### src/rtl/keypad_scan.sv
// keypad_scan: scans a 4x4 active-low matrix keypad one column at a time,
// debounces whole-keypad frames and shifts each accepted key's hex code into
// a 16-bit register that feeds the seven-segment driver's four_hex_in.
module keypad_scan #(
  parameter int unsigned SCAN_TICKS      = 3840,
  parameter int unsigned DEBOUNCE_FRAMES = 16
) (
  input  logic        clk,
  input  logic        rst_n,
  input  logic [3:0]  ROW,
  output logic [3:0]  COL,
  output logic [15:0] four_hex_out,
  output logic [3:0]  key_code,
  output logic        key_valid
);

  localparam int unsigned TW = (SCAN_TICKS > 1) ? $clog2(SCAN_TICKS) : 1;
  localparam int unsigned CW = (DEBOUNCE_FRAMES > 0) ? $clog2(DEBOUNCE_FRAMES + 1) : 1;
  localparam logic [TW-1:0] TIMER_RELOAD = TW'(SCAN_TICKS - 1);
  localparam logic [CW-1:0] CNT_TARGET   = CW'(DEBOUNCE_FRAMES);
  localparam logic [CW-1:0] CNT_ONE      = CW'(1);

  typedef enum logic [1:0] {
    ST_IDLE     = 2'd0,
    ST_DEBOUNCE = 2'd1,
    ST_PRESSED  = 2'd2
  } state_t;

  // Row synchronizer
  logic [3:0]    row_meta_q;
  logic [3:0]    row_sync_q;

  // Scan timing and column drive
  logic [TW-1:0] timer_q;
  logic          scan_tick;
  logic [1:0]    col_q;
  logic [1:0]    col_next_c;
  logic [3:0]    col_drv_q;
  logic [3:0]    row_buf_q [4];
  logic          frame_done_q;

  // Frame decode
  logic [15:0]   snapshot_c;
  logic [4:0]    pop_c;
  logic [3:0]    key_idx_c;
  logic          one_key_c;
  logic          no_key_c;
  logic [3:0]    key_code_c;

  // Debounce FSM and outputs
  state_t        state_q;
  logic [3:0]    cand_q;
  logic [CW-1:0] cnt_q;
  logic [CW-1:0] cnt_inc_c;
  logic          cnt_hit_c;
  logic [15:0]   hex_q;
  logic [3:0]    key_code_q;
  logic          key_valid_q;

  // Map a snapshot bit index (row*4 + col) to the key's hex code.
  function automatic logic [3:0] key_lut(input logic [3:0] idx);
    logic [3:0] code;
    case (idx)
      4'd0:    code = 4'h1;
      4'd1:    code = 4'h2;
      4'd2:    code = 4'h3;
      4'd3:    code = 4'hA;
      4'd4:    code = 4'h4;
      4'd5:    code = 4'h5;
      4'd6:    code = 4'h6;
      4'd7:    code = 4'hB;
      4'd8:    code = 4'h7;
      4'd9:    code = 4'h8;
      4'd10:   code = 4'h9;
      4'd11:   code = 4'hC;
      4'd12:   code = 4'hE;
      4'd13:   code = 4'h0;
      4'd14:   code = 4'hF;
      default: code = 4'hD;
    endcase
    return code;
  endfunction

  // Two-flop synchronizer; rows idle high through the external pull-ups.
  always_ff @(posedge clk or negedge rst_n) begin
    if (!rst_n) begin
      row_meta_q <= 4'b1111;
      row_sync_q <= 4'b1111;
    end else begin
      row_meta_q <= ROW;
      row_sync_q <= row_meta_q;
    end
  end

  // Column dwell timer: reload on zero, which is also the sampling instant.
  always_ff @(posedge clk or negedge rst_n) begin
    if (!rst_n) begin
      timer_q <= TIMER_RELOAD;
    end else if (timer_q == '0) begin
      timer_q <= TIMER_RELOAD;
    end else begin
      timer_q <= timer_q - TW'(1);
    end
  end

  assign scan_tick  = (timer_q == '0);
  assign col_next_c = col_q + 2'd1;

  // Sample the driven column at the end of its dwell, then move to the next one.
  always_ff @(posedge clk or negedge rst_n) begin
    if (!rst_n) begin
      col_q     <= 2'd0;
      col_drv_q <= 4'b1110;
      for (int i = 0; i < 4; i++) begin
        row_buf_q[i] <= 4'b0000;
      end
    end else if (scan_tick) begin
      row_buf_q[col_q] <= ~row_sync_q;
      col_q            <= col_next_c;
      col_drv_q        <= ~(4'b0001 << col_next_c);
    end
  end

  // A frame is complete one clk after the last column has been sampled.
  always_ff @(posedge clk or negedge rst_n) begin
    if (!rst_n) begin
      frame_done_q <= 1'b0;
    end else begin
      frame_done_q <= scan_tick && (col_q == 2'd3);
    end
  end

  // Build the row/col snapshot, count pressed keys and locate the (last) one.
  always_comb begin
    snapshot_c = '0;
    pop_c      = '0;
    key_idx_c  = '0;
    for (int r = 0; r < 4; r++) begin
      for (int c = 0; c < 4; c++) begin
        snapshot_c[r*4 + c] = row_buf_q[c][r];
      end
    end
    for (int i = 0; i < 16; i++) begin
      if (snapshot_c[i]) begin
        pop_c     = pop_c + 5'd1;
        key_idx_c = 4'(i);
      end
    end
  end

  // Multi-key frames fall through as neither "one" nor "none" (ghost rejection).
  assign one_key_c  = (pop_c == 5'd1);
  assign no_key_c   = (pop_c == 5'd0);
  assign key_code_c = key_lut(key_idx_c);

  // Saturating frame counter step and its acceptance/release threshold.
  assign cnt_inc_c = (cnt_q == CNT_TARGET) ? cnt_q : cnt_q + CNT_ONE;
  assign cnt_hit_c = (cnt_inc_c == CNT_TARGET);

  // Debounce FSM: press needs N matching frames, release needs N empty frames.
  always_ff @(posedge clk or negedge rst_n) begin
    if (!rst_n) begin
      state_q     <= ST_IDLE;
      cand_q      <= 4'h0;
      cnt_q       <= '0;
      hex_q       <= 16'h0000;
      key_code_q  <= 4'h0;
      key_valid_q <= 1'b0;
    end else begin
      key_valid_q <= 1'b0;
      if (frame_done_q) begin
        case (state_q)
          ST_IDLE: begin
            if (one_key_c) begin
              cand_q <= key_code_c;
              if (CNT_TARGET == CNT_ONE) begin
                key_valid_q <= 1'b1;
                key_code_q  <= key_code_c;
                hex_q       <= {hex_q[11:0], key_code_c};
                cnt_q       <= '0;
                state_q     <= ST_PRESSED;
              end else begin
                cnt_q   <= CNT_ONE;
                state_q <= ST_DEBOUNCE;
              end
            end
          end
          ST_DEBOUNCE: begin
            if (one_key_c && (key_code_c == cand_q)) begin
              if (cnt_hit_c) begin
                key_valid_q <= 1'b1;
                key_code_q  <= cand_q;
                hex_q       <= {hex_q[11:0], cand_q};
                cnt_q       <= '0;
                state_q     <= ST_PRESSED;
              end else begin
                cnt_q <= cnt_inc_c;
              end
            end else begin
              cnt_q   <= '0;
              state_q <= ST_IDLE;
            end
          end
          ST_PRESSED: begin
            if (no_key_c) begin
              if (cnt_hit_c) begin
                cnt_q   <= '0;
                state_q <= ST_IDLE;
              end else begin
                cnt_q <= cnt_inc_c;
              end
            end else begin
              cnt_q <= '0;
            end
          end
          default: begin
            cnt_q   <= '0;
            state_q <= ST_IDLE;
          end
        endcase
      end
    end
  end

  assign COL          = col_drv_q;
  assign four_hex_out = hex_q;
  assign key_code     = key_code_q;
  assign key_valid    = key_valid_q;

endmodule

### config.mk
export PLATFORM = sky130hd
export DESIGN_NAME = keypad_scan
export DESIGN_NICKNAME = d
export VERILOG_FILES = /design/src/rtl/keypad_scan.sv
export SDC_FILE = /design/constraint.sdc
export NUM_CORES = 1
export LEC_CHECK = 0
export CAP_MARGIN = 20
export CELL_PAD_IN_SITES_DETAIL_PLACEMENT = 1
export CELL_PAD_IN_SITES_GLOBAL_PLACEMENT = 2
export CORE_AREA = 2 2 110 112
export CTS_CLUSTER_SIZE = 25
export DETAILED_ROUTE_END_ITERATION = 16
export DIE_AREA = 0 0 112 114
export DONT_BUFFER_PORTS = 1
export GPL_TIMING_DRIVEN = 1
export PLACE_DENSITY_LB_ADDON = 0.1
export SETUP_SLACK_MARGIN = 0.3
export SLEW_MARGIN = 0
export SYNTH_ARGS = -nofsm -noshare
export SYNTH_HDL_FRONTEND = slang
export SYNTH_SLANG_ARGS = --single-unit
### constraint.sdc
create_clock -name clk -period 22.3 [get_ports clk]
set_input_delay 4.46 -clock clk [delete_from_list [all_inputs] [get_ports clk]]
set_output_delay 4.46 -clock clk [all_outputs]
set_load 0.02 [all_outputs]
==> impl_metrics.toml, run 1 <==
[layout]
num_antenna_cells = 0
finalNetCount = 556
fin_util_pct = 46.7
syn2layout_area_growth_pct = 7.71
fill_cells = 1328
stdcell_area_sq_um = 5470
drive_gt1_share_pct = 15.3

[sta]
fin_crit_sh_pct = 48.8
fin_tns_setup_ns = 0
rsz0062_at_grt = "false"
max_freq_mhz = 91.9
maxSlewHeadroom_pct = 39.5
tightest_slew_ns = 0.905
finalSetupViolCount = 0
report.final.slew_viol_count = 0
hold_violations = 0
period_minus_slack_ns = 10.88
finClkSkew_ns = 0.00637
whs_ns = 0.356

[floorplan]
initial_core_util_pct = 43.4
die_h_microns = 114
ioPinCount = 31
core_area_sq_um = 11700
die-area_sq_um = 12800
fp-row-count = 40
die_w_microns = 112

[yosys]
synthesis.area_sq_um = 5080
syn-instance-count = 536
synth.distinct_cells = 75
synth-simple-area-share_pct = 20.0
synth_xor_area_share_pct = 11.5
netlist_top_cells_area = "dfrtp_1 24%, dfstp_2 11%, ha_1 6.4%, nand2_1 5.3%, xnor2_1 4.0%"
synth_top_area_share_pct = 24.1
synth_flop_cell = "dfrtp_1"
yosys.area.top_type = "dfrtp_1"
syn_avg_cell_area_sq_um = 9.48
ys_seq_area_share_pct = 35.5
ys_seq_elements = 71
ys_warn_count = 0
synth_fa_ha_area_share_pct = 6.41
synth_edf_count = 0
synth_mux_area_share_pct = 6.63
synth-compound-area-share_pct = 15.6
synth_nets = 568
synth_top_family_by_area = "simple AND/OR/NAND/NOR gates"
postSynth.asyncResetShare_pct = 100

[power]
power.density_nw_per_um2 = 52.5
p_total_w = 0.000287
p_leak_nw = 2.39
ir_worst_vdd_uv = 66.0

[cts]
numCtsBuffers = 9
cts.sinks = 71
clk_pin_slew_ns = 0.06
root_buffer = "clkbuf_16"
cts_tree = "yes"
clock_latency_ns = 0.33
hold_buffers = 0
clk_path_buf_depth = 2
h-tree-depth = 3
cts-resized-gates = 0
cts_setup_buffers = 0

[placed_design]
postPlaceCellArea_sq_um = 5140
hpwl_microns = 8150
io_buffers = 0
gp_congestion = 0.808

[worst_hold_path]
holdCritPathClass = "reg -> reg"
hold_depth = 0

[setup_path]
crit_type = "reg -> reg"
crit_arrival_ns = 11.09
crit_top_cell = "ha_1"
reg2reg_depth = 46
required_ns = 22.51
critPathLaunchType = "flop"
critPathTopFamily = "adder cells"
path_max_fanout = 16
cp.depth = 46
critPathSlowestCell = "nor3_4"
critPathCaptureType = "flop"
cp_num_buf_inv = 2
cp_slowest_stage_delay_ns = 0.80

[route]
wl_per_cell_microns = 16.0
first_pass_iters = 4
drc = 0
drt_iter0_drc = 132
drt-total-wl_microns = 10800
num_vias = 3800
postRouteAntennaNets = 0
vias_per_cell = 5.62

[global_route]
overflow = 0
grt_max_degree = 72
grt_pass1_vias = 4142
grtUsageTotal_pct = 18.4
antenna_found_initial = 0
grt_pass1_wl_microns = 19400

[run_status]
status = "finished clean"

[run]
drv_cap = 0
synthesized netlist by cell type (all sizes together), types with 2 or more instances:
| cell type | count |
|---|---|
| or4 | 3 |
| xnor3 | 5 |
| o21a | 6 |
| a221o | 3 |
| buf | 13 |
| o22ai | 5 |
| nor3 | 22 |
| mux2i | 4 |
| o22a | 2 |
| nand2 | 72 |
| nor2 | 36 |
| or3 | 7 |
| dfstp | 22 |
| clkbuf | 10 |
| nand3 | 12 |
| inv | 25 |
| xor2 | 16 |
| or2 | 7 |
| mux2 | 23 |
| nand2b | 7 |
| a21oi | 14 |
| xnor2 | 26 |
| a211o | 3 |
| a31oi | 2 |
| o21bai | 2 |
| o41ai | 2 |
| nand4 | 6 |
| nand3b | 3 |
| o21ai | 38 |
| nor2b | 4 |
| a21o | 3 |
| or4b | 2 |
| ha | 26 |
| and2 | 3 |
| xor3 | 3 |
| dfrtp | 49 |
| nor3b | 6 |
| o31ai | 6 |
| o221ai | 3 |
| a211oi | 4 |
| a2111oi | 3 |
| a21boi | 2 |
| nor4 | 6 |
| o211ai | 6 |
| o211a | 3 |
registers in the layout (all words and copies together) (netlist names):
name and flops:
COL 4, cand_q 4, cnt_q 5, col_q 2, four_hex_out 16, frame_done_q 1, key_valid 1, row_buf_q 16
row_meta_q 4, row_sync_q 4, state_q 2, timer_q 12
path summary, 6_finish.rpt:
| kind | endpoint | start | slack (ns) |
|---|---|---|---|
| max | four_hex_out[5] | row_buf_q[8] | 11.42 |
| min | row_sync_q[2] | row_meta_q[2] | 0.36 |
| max reg2reg | four_hex_out[5] | row_buf_q[8] | 11.42 |
| min reg2reg | row_sync_q[2] | row_meta_q[2] | 0.36 |
| max in group asynchronous | row_meta_q[3] | rst_n | 18.30 |
| min in group asynchronous | col_q[0] | rst_n | 3.82 |
placed cells by master, fill, tap and decap left out, types with 4 or more instances in the layout:
master | Yosys | layout
or2_2 | 6 | 6
xnor2_1 | 23 | 23
inv_1 | 24 | 24
nor4_1 | 5 | 5
nand2b_1 | 7 | 7
o21a_1 | 6 | 6
nand2_1 | 72 | 72
nor3_1 | 21 | 21
o21ai_0 | 36 | 36
o22ai_1 | 5 | 5
or3_1 | 7 | 7
nor2b_1 | 4 | 4
o31ai_1 | 6 | 6
nor2_1 | 36 | 36
mux2_2 | 10 | 10
nand4_1 | 6 | 6
mux2i_1 | 4 | 4
mux2_4 | 10 | 10
a21oi_1 | 14 | 14
dfstp_2 | 22 | 22
clkbuf_16 | 0 | 9
o211ai_1 | 6 | 6
xnor3_1 | 4 | 4
nand3_1 | 12 | 12
xor2_1 | 15 | 15
ha_1 | 26 | 26
nor3b_1 | 6 | 6
dfrtp_1 | 49 | 49
power breakdown:
part / total [W] / switching (W) / internal (W) / leakage [nW]
registers: 0.000131 / 0.000000471 / 0.000130 / 0.884
logic: 0.00000000191 / 0 / 0.000000000567 / 1.34
clock network: 0.000156 / 0.0000568 / 0.0000994 / 0.158
cells by family (layout without fill, tap and decap cells):
kind of cell | after synthesis | count (layout)
and+or+nand+nor | 202 | 202
AOI/OAI and AO/OA | 112 | 112
DFF | 71 | 71
xor gates and xnor gates | 50 | 50
buffers and inverters | 48 | 41
muxes | 27 | 27
adders and majority gates | 26 | 26
layout make-up:
type	instances	area, sq um	area share, %
inverters	25	93.8	1.72
flip-flops and latches	71	1800	33.0
clock inverters	7	105	1.92
multi-input cells	417	3060	55.9
well taps	147	184	3.36
clock buffers	9	225	4.12
per-stage QoR:
step | worst slack (ns) | cells
2_1_floorplan | 12.70 | 536
5_1_grt | 10.53 | 676
3_3_place_gp | 11.88 | 660
4_1_cts | 11.36 | 676
6_report | 11.42 | 676
3_5_place_dp | 11.39 | 660
per-layer routing:
metal  vias up  GRT usage, %  share of wire, %
met5         -             0                 0
met2        48          31.8                49
met1      1850          23.5                47
li1       1882             -                 -
met3        20          3.08               2.8
met4         0          6.50               2.0
No activity file was read; power rests on OpenSTA's default activity.
==> run 2, diff against run 1 <==
- CORE_AREA: 2 2 110 112 -> 2 2 121 123
- DIE_AREA: 0 0 112 114 -> 0 0 123 125
- clock period: 22.3 -> 9.45 ns (I/O delays scaled with it)
==> run 2 against run 1 <==
  * Die area is 20% higher
  * Cell count grew 12%
  * Wire length grew 16%
  * Largest cell class unchanged
  * Largest power group unchanged
==> impl_metrics.toml, run 2 (synthesis gave the netlist of run 1 again) <==
[run_status]
status = "finished clean"

[setup_path]
crit_top_cell = "ha_4"
reg2reg_depth = 46
cp_slowest_stage_delay_ns = 0.45
critPathSlowestCell = "xor3_2"
critPathLaunchType = "flop"
critPathCaptureType = "flop"
crit_arrival_ns = 9.21
r2r-end = "four_hex_out[1]"
r2r_start = "row_buf_q[8]"
r2r_setup_slack_ns = 0.45
required_ns = 9.67
crit_type = "reg -> reg"
path_max_fanout = 8

[sta]
whs_ns = 0.355
maxSlewHeadroom_pct = 43.8
period_minus_slack_ns = 9.00
rsz0062_at_grt = "true"
finClkSkew_ns = 0.00696
report.final.slew_viol_count = 0
max_freq_mhz = 111
finalSetupViolCount = 0
worst_slack_ns = 0.452
fin_crit_sh_pct = 95.2
tightest_slew_ns = 0.836
hold_violations = 0

[floorplan]
initial_core_util_pct = 35.8
core_area_sq_um = 14200
die-area_sq_um = 15400
ioPinCount = 31
die_h_microns = 125
die_w_microns = 123
fp-row-count = 44

[cts]
hold_buffers = 0
h-tree-depth = 3
cts_tree = "yes"
clk_pin_slew_ns = 0.06
numCtsBuffers = 9
clk_path_buf_depth = 2
cts.sinks = 71
clock_latency_ns = 0.34
root_buffer = "clkbuf_16"

[run]
drv_cap = 0

[global_route]
overflow = 0
grt_pass1_vias = 4303
grt_max_degree = 72
grtUsageTotal_pct = 17.1
grt_pass1_wl_microns = 21300
antenna_found_initial = 0

[layout]
fill_cells = 1602
drive_gt1_share_pct = 29.0
layout_commonest_cell = "nand2_1"
stdcell_area_sq_um = 6240
num_antenna_cells = 0
fin_util_pct = 44.0
finalNetCount = 603
syn2layout_area_growth_pct = 23.0
layout_common_cells = "66 x nand2_1, 49 x dfrtp_1, 44 x buf_4, 35 x o21ai_0, 34 x nor2_1"

[power]
pwr-share-comb_pct = 0
p_leak_nw = 2.71
cellInternalPower_w = 0.000574
power.density_nw_per_um2 = 113
seqPwrFrac_pct = 43.7
netSwitchingFraction_pct = 18.7
ir_worst_vdd_uv = 100
p_switching_w = 0.000132
pwr-share-clk_pct = 56.3

[worst_hold_path]
hold_depth = 0
holdCritPathClass = "reg -> reg"
hold-path-endpoint = "row_sync_q[3]"
hp-start = "row_meta_q[3]"

[placed_design]
hpwl_microns = 8720
pre_cts_ws_ns = -0.153
io_buffers = 0
postPlaceCellArea_sq_um = 5350
gp_congestion = 0.757

[route]
drt-total-wl_microns = 12500
drc = 0
first_pass_iters = 4
wl_per_cell_microns = 16.5
drt_iter0_drc = 149
num_vias = 3983
postRouteAntennaNets = 0
vias_per_cell = 5.24
## run 2: worst max-delay path by stage
| stage | startpoint | to | slack, ns | cells after the start |
|---|---|---|---|---|
| 5_1_grt | row_buf_q[12] | four_hex_out[1] | 0.07 | 48 |
| 2_1_floorplan | row_buf_q[8] | four_hex_out[10] | 0.34 | 47 |
| 3_5_place_dp | row_buf_q[8] | cand_q[3] | -0.15 | 48 |
| 3_3_place_gp | row_buf_q[12] | cand_q[3] | 0.15 | 48 |
| 4_1_cts | row_buf_q[8] | four_hex_out[3] | 0.30 | 48 |
| 6_report | row_buf_q[8] | four_hex_out[1] | 0.45 | 46 |
## run 2: cell type report
type / instances / area (sq um) / area share, %
Tap cell: 184 / 230 / 3.69
Clock inverter: 6 / 116 / 1.86
Sequential cell: 71 / 1800 / 28.9
Clock buffer: 10 / 239 / 3.83
Multi-Input combinational cell: 417 / 3360 / 53.9
Inverter: 25 / 93.8 / 1.50
Timing Repair Buffer: 47 / 398 / 6.37
## run 2: power groups by stage
stage          Combinational (W)  Clock [W]  Sequential [W]
4_1_cts            0.00000000287   0.000408        0.000309
3_3_place_gp       0.00000000274          0        0.000314
6_report           0.00000000298   0.000398        0.000309
3_5_place_dp       0.00000000274          0        0.000314
2_1_floorplan      0.00000000278          0        0.000313
5_1_grt            0.00000000297   0.000420        0.000309
## run 2: per-layer routing
metal | track usage [%] | wire length, microns | part of all wire [%] | vias to the layer above
met5 | 0 | 0 | 0 | -
met4 | 5.01 | 163 | 1.3 | 0
met3 | 3.01 | 352 | 2.8 | 13
met2 | 28.7 | 6270 | 50 | 42
met1 | 22.5 | 5720 | 46 | 1955
li1 | - | - | - | 1973
## run 2: stage by stage
step                TNS (ns)  power [W]  std cells
floorplan                  0   0.000313        536
global placement           0   0.000314        709
detailed placement     -1.67   0.000314        709
CTS                        0   0.000717        746
global route               0   0.000728        760
finish                     0   0.000706        760
## run 2: what timing repair did
| item | 4_1_cts | 5_1_grt |
|---|---|---|
| pin swaps | 14 | 17 |
| setup endpoints to repair | 28 | 28 |
| buffers inserted | 20 | 14 |
| cloned | 1 | 0 |
| resized for setup | 22 | 28 |
## run 2: critical path, delay by kind of cell (launching register included)
| family | cells | cell delay, ns |
|---|---|---|
| xor gates and xnor gates | 1 | 0.45 |
| buffers and inverters | 5 | 0.52 |
| adders and majority gates | 13 | 3.45 |
| muxes | 4 | 1.18 |
| AOI/OAI and AO/OA | 9 | 1.27 |
| and+or+nand+nor | 14 | 1.59 |
| DFF | 1 | 0.40 |
==> run 3, diff against run 2 <==
- RECOVER_POWER: default -> 25
==> run 3 against run 2 <==
  * Largest cell class unchanged
  * Clock power is essentially flat
  * Register-to-register slack is essentially flat
  * Worst setup slack lost 0.00065 ns
  * Clock-buffer cell count is the same
==> impl_metrics.toml, run 3 (synthesis gave the netlist of run 1 again) <==
[worst_hold_path]
holdCritPathClass = "reg -> reg"

[cts]
clk_path_buf_depth = 2
clk_pin_slew_ns = 0.06
cts_tree = "yes"
numCtsBuffers = 9
hold_buffers = 0
cts.sinks = 71
clock_latency_ns = 0.34
root_buffer = "clkbuf_16"
h-tree-depth = 3

[sta]
whs_ns = 0.355
hold_violations = 0
tightest_slew_ns = 0.836
finClkSkew_ns = 0.00696
fin_crit_sh_pct = 95.2
fin_tns_setup_ns = 0
rsz0062_at_grt = "true"
worst_slack_ns = 0.451
maxSlewHeadroom_pct = 43.9
max_freq_mhz = 111
period_minus_slack_ns = 9.00
finalSetupViolCount = 0
report.final.slew_viol_count = 0

[power]
pwr-share-comb_pct = 0
ir_worst_vdd_uv = 100
cellInternalPower_w = 0.000574
netSwitchingFraction_pct = 18.7
power.density_nw_per_um2 = 113
p_leak_nw = 2.71
p_switching_w = 0.000132
seqPwrFrac_pct = 43.7
pwr-share-clk_pct = 56.3
p_total_w = 0.000706

[global_route]
grtUsageTotal_pct = 17.1
grt_pass1_wl_microns = 21300
overflow = 0
antenna_found_initial = 0
grt_pass1_vias = 4303
grt_max_degree = 72

[route]
vias_per_cell = 5.25
num_vias = 3988
wl_per_cell_microns = 16.5
drc = 0
postRouteAntennaNets = 0
drt-total-wl_microns = 12500
first_pass_iters = 4
drt_iter0_drc = 149

[placed_design]
pre_cts_ws_ns = -0.153
gp_congestion = 0.757
io_buffers = 0
hpwl_microns = 8720

[setup_path]
required_ns = 9.67
critPathSlowestCell = "xor3_2"
critPathCaptureType = "flop"
crit_type = "reg -> reg"
crit_top_cell = "ha_4"
path_max_fanout = 8
critPathLaunchType = "flop"
cp_slowest_stage_delay_ns = 0.45
crit_arrival_ns = 9.21

[layout]
fin_util_pct = 44.0
finalNetCount = 603
layout_common_cells = "66 x nand2_1, 49 x dfrtp_1, 44 x buf_4, 35 x o21ai_0, 34 x nor2_1"
num_antenna_cells = 0
syn2layout_area_growth_pct = 23.0
drive_gt1_share_pct = 28.8
layout_commonest_cell = "nand2_1"

[floorplan]
initial_core_util_pct = 35.8
die_h_microns = 125
fp-row-count = 44
core_area_sq_um = 14200
die_w_microns = 123
die-area_sq_um = 15400
ioPinCount = 31

[run]
drv_cap = 0

[run_status]
status = "finished clean"
[run 3: critical path: cells and delay by family (launching register included)]
family | cells | cell delay (ns)
xor+xnor | 1 | 0.45
simple gates | 14 | 1.59
fa+ha+maj | 13 | 3.45
flops | 1 | 0.40
buf+inv | 5 | 0.52
mux | 4 | 1.18
compound gates | 9 | 1.27
[run 3: power by group through the flow]
stage	clock network, W	logic, W	registers, W
final	0.000398	0.00000000298	0.000309
after floorplan	0	0.00000000278	0.000313
after detailed placement	0	0.00000000274	0.000314
after CTS	0.000408	0.00000000287	0.000309
after global placement	0	0.00000000274	0.000314
after global routing	0.000420	0.00000000297	0.000309
[run 3: stage by stage]
| step | instances | instance area, sq um |
|---|---|---|
| 2_1_floorplan | 536 | 5140 |
| 3_3_place_gp | 709 | 5350 |
| 3_5_place_dp | 709 | 5350 |
| 4_1_cts | 746 | 6010 |
| 5_1_grt | 760 | 6240 |
| 6_report | 760 | 6240 |
[run 3: final cells by class]
| type | count | area (sq um) |
|---|---|---|
| clock buffer | 10 | 239 |
| clock inverter | 6 | 116 |
| fill | 1602 | 7960 |
| inverter | 25 | 93.8 |
| multi-input combinational | 417 | 3360 |
| sequential | 71 | 1800 |
| tap | 184 | 230 |
| timing repair buffer | 47 | 398 |
[run 3: path summary, 6_finish.rpt]
| check | startpoint | endpoint | cells after the start | slack (ns) |
|---|---|---|---|---|
| min in group asynchronous | rst_n | four_hex_out[14] | 0 | 1.25 |
| worst min register to register | row_meta_q[3] | row_sync_q[3] | 0 | 0.35 |
| worst max register to register | row_buf_q[8] | four_hex_out[1] | 46 | 0.45 |
| max in group asynchronous | rst_n | COL[2] | 0 | 8.01 |
| worst min-delay path | row_meta_q[3] | row_sync_q[3] | 0 | 0.35 |
| worst max-delay path | row_buf_q[8] | four_hex_out[1] | 46 | 0.45 |
[run 3: per-layer routing]
layer	global-route usage (%)	vias up	share of wire (%)
met3	3.01	12	2.8
met2	28.7	46	50
li1	-	1973	-
met5	0	-	0
met1	22.5	1957	46
met4	5.01	0	1.3
[run 3: repair_timing]
| item | in CTS | in global routing |
|---|---|---|
| resized for setup | 22 | 28 |
| setup endpoints to repair | 28 | 28 |
| cloned | 1 | 0 |
| buffers inserted | 20 | 14 |
| pin swaps | 14 | 17 |
